`src/rtl/hood_mode_fsm_if.sv`:
```
// rtl/hood_mode_fsm_if.sv - key inputs and mode broadcast outputs of the hood mode FSM
interface hood_mode_fsm_if #(
    parameter int MODE_WIDTH  = 3,
    parameter int TIMER_WIDTH = 33
);
    logic                   power_key;
    logic                   menu_key;
    logic                   level1_key;
    logic                   level2_key;
    logic                   level3_key;
    logic                   clean_key;
    logic                   from_clean_toggle;
    logic [MODE_WIDTH-1:0]  current_mode;
    logic                   level3_used;
    logic                   mode_changed;
    logic [TIMER_WIDTH-1:0] l3_remaining;

    modport master (
        output power_key, menu_key, level1_key, level2_key, level3_key, clean_key,
               from_clean_toggle,
        input  current_mode, level3_used, mode_changed, l3_remaining
    );

    modport slave (
        input  power_key, menu_key, level1_key, level2_key, level3_key, clean_key,
               from_clean_toggle,
        output current_mode, level3_used, mode_changed, l3_remaining
    );
endinterface

```
`src/rtl/hood_mode_fsm.sv`:
```
// rtl/hood_mode_fsm.sv - range hood operating-mode FSM with timed extract-3 boost
module hood_mode_fsm #(
    parameter int                     MODE_WIDTH  = 3,
    parameter int                     TIMER_WIDTH = 33,
    parameter logic [TIMER_WIDTH-1:0] L3_CYCLES   = TIMER_WIDTH'(64'd6_000_000_000)
) (
    input  logic          clk,
    input  logic          rst,
    hood_mode_fsm_if.slave bus
);
    localparam logic [MODE_WIDTH-1:0] M_OFF   = MODE_WIDTH'(0);
    localparam logic [MODE_WIDTH-1:0] M_STAND = MODE_WIDTH'(1);
    localparam logic [MODE_WIDTH-1:0] M_MENU  = MODE_WIDTH'(2);
    localparam logic [MODE_WIDTH-1:0] M_EXT1  = MODE_WIDTH'(3);
    localparam logic [MODE_WIDTH-1:0] M_EXT2  = MODE_WIDTH'(4);
    localparam logic [MODE_WIDTH-1:0] M_EXT3  = MODE_WIDTH'(5);
    localparam logic [MODE_WIDTH-1:0] M_CLEAN = MODE_WIDTH'(6);

    logic [MODE_WIDTH-1:0]  mode_q, mode_d;
    logic                   used_q, used_d;
    logic                   changed_q;
    logic [TIMER_WIDTH-1:0] rem_q, rem_d;

    always_ff @(posedge clk) begin
        if (rst) begin
            mode_q    <= M_OFF;
            used_q    <= 1'b0;
            changed_q <= 1'b0;
            rem_q     <= '0;
        end else begin
            mode_q    <= mode_d;
            used_q    <= used_d;
            changed_q <= (mode_d != mode_q);
            rem_q     <= rem_d;
        end
    end

    // Each branch picks at most one target; the if-chain order is the key priority.
    always_comb begin
        mode_d = mode_q;
        if (mode_q > M_CLEAN) begin
            mode_d = M_OFF;
        end else if (bus.power_key) begin
            mode_d = (mode_q == M_OFF) ? M_STAND : M_OFF;
        end else begin
            case (mode_q)
                M_STAND: if (bus.menu_key) mode_d = M_MENU;
                M_MENU: begin
                    if (bus.menu_key)                     mode_d = M_STAND;
                    else if (bus.level1_key)              mode_d = M_EXT1;
                    else if (bus.level2_key)              mode_d = M_EXT2;
                    else if (bus.level3_key && !used_q)   mode_d = M_EXT3;
                    else if (bus.clean_key)               mode_d = M_CLEAN;
                end
                M_EXT1, M_EXT2: begin
                    if (bus.menu_key)        mode_d = M_STAND;
                    else if (bus.level1_key) mode_d = M_EXT1;
                    else if (bus.level2_key) mode_d = M_EXT2;
                end
                M_EXT3:  if (rem_q == '0) mode_d = M_STAND;
                M_CLEAN: if (bus.from_clean_toggle) mode_d = M_STAND;
                default: mode_d = mode_q;
            endcase
        end

        used_d = used_q;
        if (mode_d == M_OFF)
            used_d = 1'b0;
        else if (mode_d == M_EXT3)
            used_d = 1'b1;

        rem_d = '0;
        if (mode_d == M_EXT3) begin
            if (mode_q != M_EXT3)
                rem_d = L3_CYCLES - TIMER_WIDTH'(1);
            else if (rem_q != '0)
                rem_d = rem_q - TIMER_WIDTH'(1);
        end
    end

    always_comb begin
        bus.current_mode = mode_q;
        bus.level3_used  = used_q;
        bus.mode_changed = changed_q;
        bus.l3_remaining = rem_q;
    end
endmodule

```
`src/flat_wrapper.sv`:
```
// flat-port wrapper written by rule: the top's interface ports become plain ports
module hood_mode_fsm_flat 
#(
    parameter int                     MODE_WIDTH  = 3,
    parameter int                     TIMER_WIDTH = 33,
    parameter logic [TIMER_WIDTH-1:0] L3_CYCLES   = TIMER_WIDTH'(64'd6_000_000_000)
)
  (clk, rst, bus_power_key, bus_menu_key, bus_level1_key, bus_level2_key, bus_level3_key, bus_clean_key, bus_from_clean_toggle, bus_current_mode, bus_level3_used, bus_mode_changed, bus_l3_remaining);
  hood_mode_fsm_if #(.MODE_WIDTH(MODE_WIDTH), .TIMER_WIDTH(TIMER_WIDTH)) bus_i ();
  input  logic clk;
  input  logic rst;
  input wire logic [$bits(bus_i.power_key)-1:0] bus_power_key;
  input wire logic [$bits(bus_i.menu_key)-1:0] bus_menu_key;
  input wire logic [$bits(bus_i.level1_key)-1:0] bus_level1_key;
  input wire logic [$bits(bus_i.level2_key)-1:0] bus_level2_key;
  input wire logic [$bits(bus_i.level3_key)-1:0] bus_level3_key;
  input wire logic [$bits(bus_i.clean_key)-1:0] bus_clean_key;
  input wire logic [$bits(bus_i.from_clean_toggle)-1:0] bus_from_clean_toggle;
  output wire logic [$bits(bus_i.current_mode)-1:0] bus_current_mode;
  output wire logic [$bits(bus_i.level3_used)-1:0] bus_level3_used;
  output wire logic [$bits(bus_i.mode_changed)-1:0] bus_mode_changed;
  output wire logic [$bits(bus_i.l3_remaining)-1:0] bus_l3_remaining;
  assign bus_i.power_key = bus_power_key;
  assign bus_i.menu_key = bus_menu_key;
  assign bus_i.level1_key = bus_level1_key;
  assign bus_i.level2_key = bus_level2_key;
  assign bus_i.level3_key = bus_level3_key;
  assign bus_i.clean_key = bus_clean_key;
  assign bus_i.from_clean_toggle = bus_from_clean_toggle;
  assign bus_current_mode = bus_i.current_mode;
  assign bus_level3_used = bus_i.level3_used;
  assign bus_mode_changed = bus_i.mode_changed;
  assign bus_l3_remaining = bus_i.l3_remaining;
  hood_mode_fsm #(.MODE_WIDTH(MODE_WIDTH), .TIMER_WIDTH(TIMER_WIDTH), .L3_CYCLES(L3_CYCLES)) u_core (.clk(clk), .rst(rst), .bus(bus_i));
endmodule
```
`config.mk`:
```
export PLATFORM = sky130hd
export DESIGN_NAME = hood_mode_fsm_flat
export DESIGN_NICKNAME = d
export VERILOG_FILES = /design/src/rtl/hood_mode_fsm_if.sv /design/src/rtl/hood_mode_fsm.sv /design/src/flat_wrapper.sv
export SDC_FILE = /design/constraint.sdc
export NUM_CORES = 1
export LEC_CHECK = 0
export ABC_AREA = 0
export CAP_MARGIN = 25
export CORE_MARGIN = 2
export CORE_UTILIZATION = 45
export CTS_CLUSTER_SIZE = 14
export DETAILED_ROUTE_END_ITERATION = 10
export HOLD_SLACK_MARGIN = 0.15
export PLACE_DENSITY = 0.69
export SETUP_SLACK_MARGIN = 0.1
export SYNTH_ARGS = -nofsm -noshare
export SYNTH_HDL_FRONTEND = slang
export SYNTH_SLANG_ARGS = --single-unit
```
`constraint.sdc`:
```
create_clock -name clk -period 3 [get_ports clk]
set_clock_uncertainty 0.1 [all_clocks]
set_input_delay 0.45 -clock clk [delete_from_list [all_inputs] [get_ports clk]]
set_output_delay 0.45 -clock clk [all_outputs]
set_load 0.03 [all_outputs]
```
==> results by stage, run 1 <==
Synth:
- After synthesis, the most frequently instantiated cells are nor2_1, dfxtp_1, a21oi_1.
- By area the synthesized netlist is led by dfxtp_1, nor2_1, a21oi_1.
- Sequential elements use between 30% and 40% of the synthesized area.
- The count of synthesis-stage warnings from yosys is 0.
- The post-synthesis async set-or-reset flop share is 0%.
- The synthesized netlist devotes between 10% and 20% of its cell area to compound gates.
- When the netlist entered floorplanning its net count stood at around 270.
- Of the total synthesized cell area, the portion taken by XOR and XNOR cells is between 9 and 10%.
- The commonest register cell after synthesis is dfxtp_1.
- The cell type with the highest aggregate area in the netlist is dfxtp_1.
- The share of the synthesized area in the top cell type is around 36%.
- The synthesized netlist devotes between 1 and 1.5% of its cell area to adder and majority cells.
- The synthesized netlist devotes a little under a third of its cell area to simple gates.
- The number of different library cells in the post-synthesis netlist is 48.
- The cell count after synthesis came out at 261.
- After synthesis, the share of cell area in mux cells is under 10%.
- The main combinational cell family by area after synthesis is simple AND/OR/NAND/NOR gates.
- The synthesized design contains 0 enable-type register cells.
- The most common cell in the netlist is nor2_1.
- The post-synthesis sequential element count is 38.
- The netlist area before placement is between 2000 and 2500 um2.
- The average instance area after synthesis is approximately 8 um2.

Clock network:
- The H-tree generated during clock tree synthesis spans 2 levels.
- The post-cts repair resize count is 0.
- The post-CTS repair timing setup buffer count is 0.
- Counting along the longest clock path gives a buffer depth of 2.
- The number of sinks driven by the clock tree is 38.
- The clock latency on the worst-skew pair is about 290 ps.
- The tree is rooted in a clkbuf_8.
- Clock tree synthesis inserted a total of 5 buffers.
- TritonCTS built the clock tree.
- Clock-pin slew was measured on the worst setup and hold paths at 80 ps.
- Hold repair after CTS inserted 0 buffers.

Critical path:
- The source of the worst register-to-register timing path is u_core.bus.l3_remaining[11]$_SDFF_PP0_.
- Walking the worst path, the cells encountered are or4_4 -> nand4bb_4 -> or4_4 -> and2_4 -> nand2_1 -> a32oi_1.
- The worst setup slack for register-to-register paths is roughly 330 ps.
- The worst setup path is of the reg2reg kind.
- At the worst endpoint, the arrival time is roughly 2700 ps.
- Along the worst path, the maximum fanout reaches 14.
- The data required time at the worst endpoint is 3050 ps.
- On the critical path, the stage with the largest delay is an instance of or4_4.
- The cell that appears most often on the critical path is or4_4.
- The nature of the critical path endpoint is a register.
- The largest stage delay on the critical path is 580 ps.
- The depth of the most critical reg-to-reg path is 6.
- The reg-to-reg critical path endpoint is u_core.bus.level3_used$_SDFFE_PP0N_.
- STA classifies the critical path startpoint as a register.

Run status:
- The flow ran to the end, and the final reports show no timing, DRC or antenna violations.

Finish:
- The share of cells above drive strength 1 is 9.355%.
- The number of diodes is 0.
- Relative to the synthesized area, the layout overhead comes to 31.24%.
- The total number of nets in the final design is 320.
- After filler insertion, the fill cell instance count of the layout stands at 417.

Timing:
- Setup repair after global routing left no endpoint under its margin.
- For the final routed database, the setup TNS stands at 0 ps.
- The number of endpoints with negative hold slack in the final report is 0.
- The shortest period the worst path allows is between 2000 and 3000 ps.
- Setup violations remaining at the end of the flow were counted as 0.
- The highest clock frequency the design can meet is 374.8 MHz.
- After layout, the worst path uses about nine tenths of the clock period.
- The number of max-slew violations in the final report was 0.
- For the pin with the worst max-slew slack, the measured transition is ~660 ps.
- The normalized max-slew margin is 55.78%.
- The tightest hold path in the finished design has a slack of slightly below 400 ps.

Hold path:
- For hold timing, the worst endpoint is u_core.bus.l3_remaining[25]$_SDFF_PP0_.
- The worst hold path was traced through 2 stages.
- In this run the most critical hold path is launched from u_core.bus.l3_remaining[25]$_SDFF_PP0_.
- The type of the tightest min-delay check is reg2reg.

Global route:
- The via count of the first global-routing pass is 1760.
- The total overflow left after global routing is 0.
- Entering global routing, the biggest net connects 21 pins.
- The initial antenna violation count is 0.
- The first global-routing pass estimated between 8000 and 9000 um of wire.
- The overall fraction of global-route tracks in use is just under 20%.

Power and ir drop:
- For this design the ratio of total power to cell area is just under 400 nW/um2.
- VDD sags by at most roughly 0.00025 V.
- In this run the static leakage power is 0.001181 uW.

Route:
- The iteration count of the initial detailed-routing pass is 4.
- The routed length per placed instance is 13.35 um.
- The via count is about 1.9k.
- Once detail routing completed, the nets flagged for antenna violations numbered 0.
- After detailed routing, the number of remaining DRC violations is 0.
- The detailed router finished its first iteration with roughly 160 violations.
- The sum of routed wire length over all layers is ~4800 um.
- The mean number of vias per cell is 5.348.

Placement:
- After legalization and detailed placement, the total HPWL measured roughly 3400 um.
- The final RePlAce weighted congestion is between 0.8 and 0.9.
- The total of buffers placed on input and output ports is 46.

Floorplan:
- The number of primary I/O pins is 47.
- The floorplan die width is slightly above 70 um.
- The total die area is roughly 5300 um2.
- In this run the vertical extent of the chip is 72.49 um.
- The initialized floorplan defines 24 standard-cell rows.
- The total area inside the core boundary comes to approximately 4400 um2.
- The starting density of the core is a little under half.

Run:
- The count of maximum capacitance violations is 0.
==> power breakdown <==
group / leakage, uW / switching [uW] / internal (uW) / total (uW)
clock network: 0.0000714 / 184 / 355 / 539
logic: 0.000804 / 24.3 / 24.7 / 49.0
registers: 0.000306 / 3.94 / 506 / 510
total: 0.00118 / 212 / 885 / 1100
==> flip-flops by register name, summed over array words and instances, names as in the netlist <==
signal and cells:
u_core.bus.mode_changed 1, u_core.bus.current_mode 3, u_core.bus.level3_used 1, u_core.bus.l3_remaining 33
==> kinds of logic after synthesis <==
family	Yosys count
DFF	38
adders and majority gates	2
AOI/OAI and AO/OA	52
buffers and inverters	17
muxes	4
xor gates and xnor gates	24
and+or+nand+nor	124
==> how the worst max path moves through the flow <==
stage	from	end	slack [ps]	depth (start not counted)
2_1_floorplan	u_core.bus.l3_remaining[11]$_SDFF_PP0_	u_core.bus.l3_remaining[1]$_SDFF_PP0_	390	7
3_3_place_gp	u_core.bus.l3_remaining[11]$_SDFF_PP0_	u_core.bus.level3_used$_SDFFE_PP0N_	400	6
3_5_place_dp	u_core.bus.l3_remaining[11]$_SDFF_PP0_	u_core.bus.level3_used$_SDFFE_PP0N_	370	6
4_1_cts	u_core.bus.l3_remaining[11]$_SDFF_PP0_	u_core.bus.level3_used$_SDFFE_PP0N_	340	6
5_1_grt	u_core.bus.l3_remaining[11]$_SDFF_PP0_	u_core.bus.level3_used$_SDFFE_PP0N_	230	6
6_report	u_core.bus.l3_remaining[11]$_SDFF_PP0_	u_core.bus.level3_used$_SDFFE_PP0N_	330	6
==> area by class of cell <==
type	count	area (um2)	share of cell area (%)
Inverter	7	26.28	0.9485
Timing Repair Buffer	51	498.0	17.98
Tap cell	52	65.06	2.349
Sequential cell	38	760.7	27.46
Clock inverter	2	60.06	2.168
Multi-Input combinational cell	206	1277	46.12
Clock buffer	6	82.58	2.981
==> layer usage <==
layer / up-vias / GRT usage, % / wire length [um]
li1: 1011 / - / -
met1: 865 / 28.44 / 2415
met2: 54 / 29.36 / 2146
met3: 6 / 5.000 / 223
met4: 0 / 6.173 / 48
met5: - / 0 / 0
==> through the flow <==
step	util (%)	cell area (um2)	std cells	setup WS (ps)	power (uW)
5_1_grt	62.33	2770	362	225.8	1138
3_5_place_dp	59.12	2628	354	374.6	569.9
2_1_floorplan	-	2111	261	393.4	548.2
4_1_cts	62.33	2770	362	341.8	1104
6_report	62.33	2770	362	331.6	1098
3_3_place_gp	59.12	2628	354	398.2	570.2
==> layout by cell type (no fill, tap or decap), drive strengths merged, types with 8 or more instances in the layout <==
cell | netlist | final
nor2 | 49 | 49
clkdlybuf4s50 | 0 | 46
dfxtp | 38 | 38
a21oi | 27 | 27
nand2 | 18 | 18
xor2 | 15 | 15
nor4 | 11 | 11
xnor2 | 9 | 9
o21ai | 8 | 8
==> worst max-delay path: cells and delay by family (launching register included) <==
family / cells / cell delay [ps]
AO/OA/AOI/OAI: 1 / 170
flip-flops: 1 / 350
AND/OR/NAND/NOR: 5 / 1910
No activity file was read; power rests on OpenSTA's default activity.
==> inputs of run 2 (changes only) <==
--- a/config.mk
+++ b/config.mk
@@ -11,6 +11,7 @@
 export CORE_UTILIZATION = 45
 export CTS_CLUSTER_SIZE = 14
 export DETAILED_ROUTE_END_ITERATION = 10
+export GPL_TIMING_DRIVEN = 1
 export HOLD_SLACK_MARGIN = 0.15
 export PLACE_DENSITY = 0.69
 export SETUP_SLACK_MARGIN = 0.1
==> results of run 2 <==
The final DEF is identical to that of run 1; final timing and power are the same.
==> edit 1: new RTL, flow settings as in run 1 <==
`MODE_WIDTH` is set to 3 in 3 places; all go to 5.
--- a/src/rtl/hood_mode_fsm_if.sv
+++ b/src/rtl/hood_mode_fsm_if.sv
@@ -2,3 +2,3 @@
 interface hood_mode_fsm_if #(
-    parameter int MODE_WIDTH  = 3,
+    parameter int MODE_WIDTH  = 5,
     parameter int TIMER_WIDTH = 33
--- a/src/rtl/hood_mode_fsm.sv
+++ b/src/rtl/hood_mode_fsm.sv
@@ -2,3 +2,3 @@
 module hood_mode_fsm #(
-    parameter int                     MODE_WIDTH  = 3,
+    parameter int                     MODE_WIDTH  = 5,
     parameter int                     TIMER_WIDTH = 33,
--- a/src/flat_wrapper.sv
+++ b/src/flat_wrapper.sv
@@ -3,3 +3,3 @@
 #(
-    parameter int                     MODE_WIDTH  = 3,
+    parameter int                     MODE_WIDTH  = 5,
     parameter int                     TIMER_WIDTH = 33,
Interface: changed (resized bus_current_mode); port bits go from 47 to 49. No check against the original RTL was run, so the function may have changed too.
==> edit 1 against run 1 <==
- sequential power up 5.3%
- sequential cell count up 2
- wire length up 14%
- die area up 9.9%
- maximum frequency up 11%
- final cell count up 8.8%
- via count up 9.9%
- design area up 6.9%
- count of clock-buffer cells in the layout down 1
- power down 14%
- largest power group is now sequential cells
- clock power down 34%
- critical endpoint is now u_core.bus.l3_remaining[28]$_SDFF_PP0_
- area after synthesis up 10%
- worst setup slack better by 0.26 ns
==> edit 1: results <==
group,metric,value,unit
run_status,status,"finished, final reports clean",
logic_synthesis,synthCells,273,
final_layout,fillers,464,
worst_setup_path,crit_fanout,21,
logic_synthesis,synth_common_cells,"dfxtp_1, nor2_1, nor3_1",
timing,slew_headroom,0.555,
logic_synthesis,ys_seq_area_frac,0.343,
grt,grt_pass1_wl,9570,um
grt,grt_use_total,0.197,
final_layout,drive_gt1_frac,0.0957,
grt,grt_pass1_vias,1976,
placed_design,io_buffers,48,
route,vias,2127,
worst_setup_path,slowest_stage,"clkdlybuf4s50_1",
logic_synthesis,synth_cell_types,57,
worst_setup_path,slowest_delay,0.48,ns
power_and_ir_drop,power_leakage,1.15,nW
final_layout,diodes,0,
placed_design,place_hpwl,3910,um
logic_synthesis,synthTopCellsByArea,"dfxtp_1, nor3_1, xnor2_1, nor2_1, a21oi_1",
grt,grt_max_degree,23,
placed_design,gp_congestion,0.907,
placed_design,dp.cells,386,
worst_setup_path,path_delay_family,"simple AND/OR/NAND/NOR gates",
route,drtIter0Drc,106,
route,vias_per_cell,5.40,
power_and_ir_drop,peakVddDrop,0.000317,V
placed_design,place_area,2870,sq um
## edit 1: changes by cell type after synthesis, moves of 5 or more
cell,before,now
nor3_1,7,29
xnor2_1,9,16
nor2b_1,7,2
nor4_1,9,4
nor2_1,49,34
a31oi_1,0,5
a21oi_1,27,21
xor2_1,15,10
## edit 1: worst reg2reg max path, stage by stage (launching register included)
cell and delay, ns:
dfxtp_1 0.75, nand2b_1 0.14, o221a_1 0.31, o22ai_1 0.22, o2bb2ai_1 0.20, nand4_4 0.13, buf_4 0.24, nor3_1 0.19
## edit 1: kinds of logic (layout without fill, tap and decap cells)
| group | after synthesis | count (layout) | share of synthesized area |
|---|---|---|---|
| mux | 2 | 2 | 0.00858 |
| other cells | 1 | 2 | 0.00161 |
| buf+inv | 17 | 67 | 0.0392 |
| flops | 40 | 40 | 0.343 |
| fa+ha+maj | 2 | 2 | 0.0107 |
| compound gates | 52 | 52 | 0.146 |
| xor+xnor | 26 | 26 | 0.0976 |
| simple gates | 133 | 133 | 0.352 |
## edit 1: final timing paths
check                                              start                                     end  slack [ns]  cells past startpoint
setup reg to reg   u_core.bus.current_mode[1]$_SDFF_PP0_  u_core.bus.l3_remaining[28]$_SDFF_PP0_        0.65                      7
setup / recovery                            bus_menu_key  u_core.bus.l3_remaining[28]$_SDFF_PP0_        0.59                      8
hold reg to reg   u_core.bus.l3_remaining[19]$_SDFF_PP0_  u_core.bus.l3_remaining[19]$_SDFF_PP0_        0.41                      2
hold / removal    u_core.bus.l3_remaining[19]$_SDFF_PP0_  u_core.bus.l3_remaining[19]$_SDFF_PP0_        0.41                      2
## edit 1: final cells by class
class	instances	area share
timing repair buffer	53	0.175
tap	70	0.0296
clock buffer	5	0.0232
clock inverter	3	0.00634
inverter	6	0.00761
sequential	40	0.270
multi-input combinational	217	0.488
## edit 1: routing by layer
| layer | vias to the layer above | global-route usage | share of wire |
|---|---|---|---|
| met1 | 986 | 0.268 | 0.48 |
| li1 | 1086 | - | - |
| met2 | 49 | 0.323 | 0.47 |
| met4 | 0 | 0.0491 | 0.0092 |
| met5 | - | 0 | 0 |
| met3 | 6 | 0.0367 | 0.042 |
## edit 1: through the flow
| stage | setup slack, ns | hold WS, ns | total power, mW | utilization |
|---|---|---|---|---|
| floorplan | 0.787 | 0.419 | 0.573 | - |
| global placement | 0.403 | 0.398 | 0.597 | 0.570 |
| detailed placement | 0.301 | 0.400 | 0.597 | 0.570 |
| CTS | 0.617 | 0.413 | 0.947 | 0.587 |
| global route | 0.418 | 0.445 | 0.978 | 0.587 |
| finish | 0.593 | 0.413 | 0.939 | 0.587 |
## edit 1: power by group
group	internal, mW	switching (mW)	total (mW)
Sequential	0.533	0.00358	0.537
Combinational	0.0239	0.0244	0.0483
Clock	0.162	0.192	0.354
Total	0.719	0.220	0.939
==> edit 2: new RTL, flow settings as in run 1 <==
Made on the original files. Reset style: asynchronous (`rst`), changed in one clocked block.
--- a/src/rtl/hood_mode_fsm.sv
+++ b/src/rtl/hood_mode_fsm.sv
@@ -23,3 +23,3 @@
 
-    always_ff @(posedge clk) begin
+    always_ff @(posedge clk or posedge rst) begin
         if (rst) begin
Formal check against the unedited RTL: differs if rst is asserted again (counterexample within 4 cycles, from zero or initial values and one cycle with rst high); with rst held inactive, the same outputs for 10 cycles.
==> edit 2 against run 1 <==
- design area rose by 2.4%
- worst setup slack improved by 0.022 ns
- wire length rose by 6.7%
- sequential cell count did not move
- utilization fell by 2.7 points
- synthesized cell count fell by 5.0%
- area after synthesis rose by 6.4%
Power is not shown: default switching activity piles up to over one toggle a cycle in this logic, so the estimate is an artifact.
==> edit 2: results <==
group,metric,value,unit
run_status,status,"finished, final reports clean",
route,wl_met3,182,um
route,met2_length,2440,um
logic_synthesis,synth-async-reset-ratio,1.00,
logic_synthesis,syn-num-nets,259,
logic_synthesis,synth_cell_types,50,
worst_setup_path,crit_fanout,19,
final_layout,finish.net_count,306,
route,drtIter0Drc,107,
logic_synthesis,synthTopCellsByArea,"dfrtp_1, nor2_1, a21oi_1, xor2_1, xnor2_1",
timing,worstMarginPinSlew,0.767,ns
min_path,min_path_type,"input port to async pin",
worst_setup_path,slowest_delay,0.67,ns
worst_setup_path,arrival,2.68,ns
grt,grt_pass1_vias,1815,
final_layout,drive_gt1_frac,0.0782,
route,wl_met1,2490,um
logic_synthesis,ys_seq_area_frac,0.423,
placed_design,place_hpwl,3760,um
grt,grt_max_degree,39,
grt,grt_pass1_wl,8640,um
placed_design,gp_congestion,0.810,
logic_synthesis,synth_common_cells,"nor2_1, dfrtp_1, a21oi_1",
route,vias_per_cell,5.36,
route,routedWlPerCell,14.3,um
clocking,post-cts-setup-buffer-count,0,
grt,grt_use_total,0.204,
==> edit 2: worst paths after layout <==
check	cells past startpoint	to	startpoint	slack [ns]
min in group clk	2	u_core.bus.level3_used$_DFFE_PP0P_	u_core.bus.level3_used$_DFFE_PP0P_	0.48
worst max-delay path	5	u_core.bus.l3_remaining[31]$_DFF_PP0_	u_core.bus.l3_remaining[23]$_DFF_PP0_	0.35
worst min-delay path	3	u_core.bus.l3_remaining[3]$_DFF_PP0_	rst	0.48
worst min register to register	2	u_core.bus.level3_used$_DFFE_PP0P_	u_core.bus.level3_used$_DFFE_PP0P_	0.48
worst max register to register	5	u_core.bus.l3_remaining[31]$_DFF_PP0_	u_core.bus.l3_remaining[23]$_DFF_PP0_	0.35
max in group asynchronous	3	u_core.bus.l3_remaining[19]$_DFF_PP0_	rst	1.99
==> edit 2: through the flow <==
stage / worst slack [ns] / std cells / hold slack [ns] / instance area, sq um
6_report: 0.353 / 361 / 0.479 / 2840
5_1_grt: 0.268 / 361 / 0.505 / 2840
4_1_cts: 0.357 / 361 / 0.487 / 2840
3_5_place_dp: 0.221 / 355 / 0.481 / 2750
3_3_place_gp: 0.335 / 355 / 0.460 / 2750
2_1_floorplan: 0.494 / 248 / 0.542 / 2250
==> edit 2: cell families after synthesis <==
family	count (synthesis)	synth area share
buffers and inverters	18	0.0446
AND/OR/NAND/NOR	116	0.285
multiplexers	1	0.00501
XOR/XNOR	27	0.105
flip-flops	38	0.423
adder cells (fa/ha/maj)	2	0.0111
AO/OA/AOI/OAI	46	0.126
==> edit 2: tightest hold or removal path, stage by stage <==
cell             delay [ns]
clkdlybuf4s50_1        0.40
inv_1                  0.05
buf_4                  0.40
==> edit 2: routing by layer <==
| metal | vias up | GRT usage |
|---|---|---|
| met5 | - | 0 |
| met4 | 0 | 0.0655 |
| met3 | 4 | 0.0375 |
| met2 | 49 | 0.305 |
| met1 | 923 | 0.301 |
| li1 | 958 | - |
==> edit 2: final cells by class <==
type / instances / area, sq um
flip-flops and latches: 38 / 951
well taps: 67 / 83.8
inverters: 7 / 26.3
repair buffers: 51 / 498
clock buffers: 6 / 82.6
fillers: 447 / 1920
multi-input cells: 192 / 1190
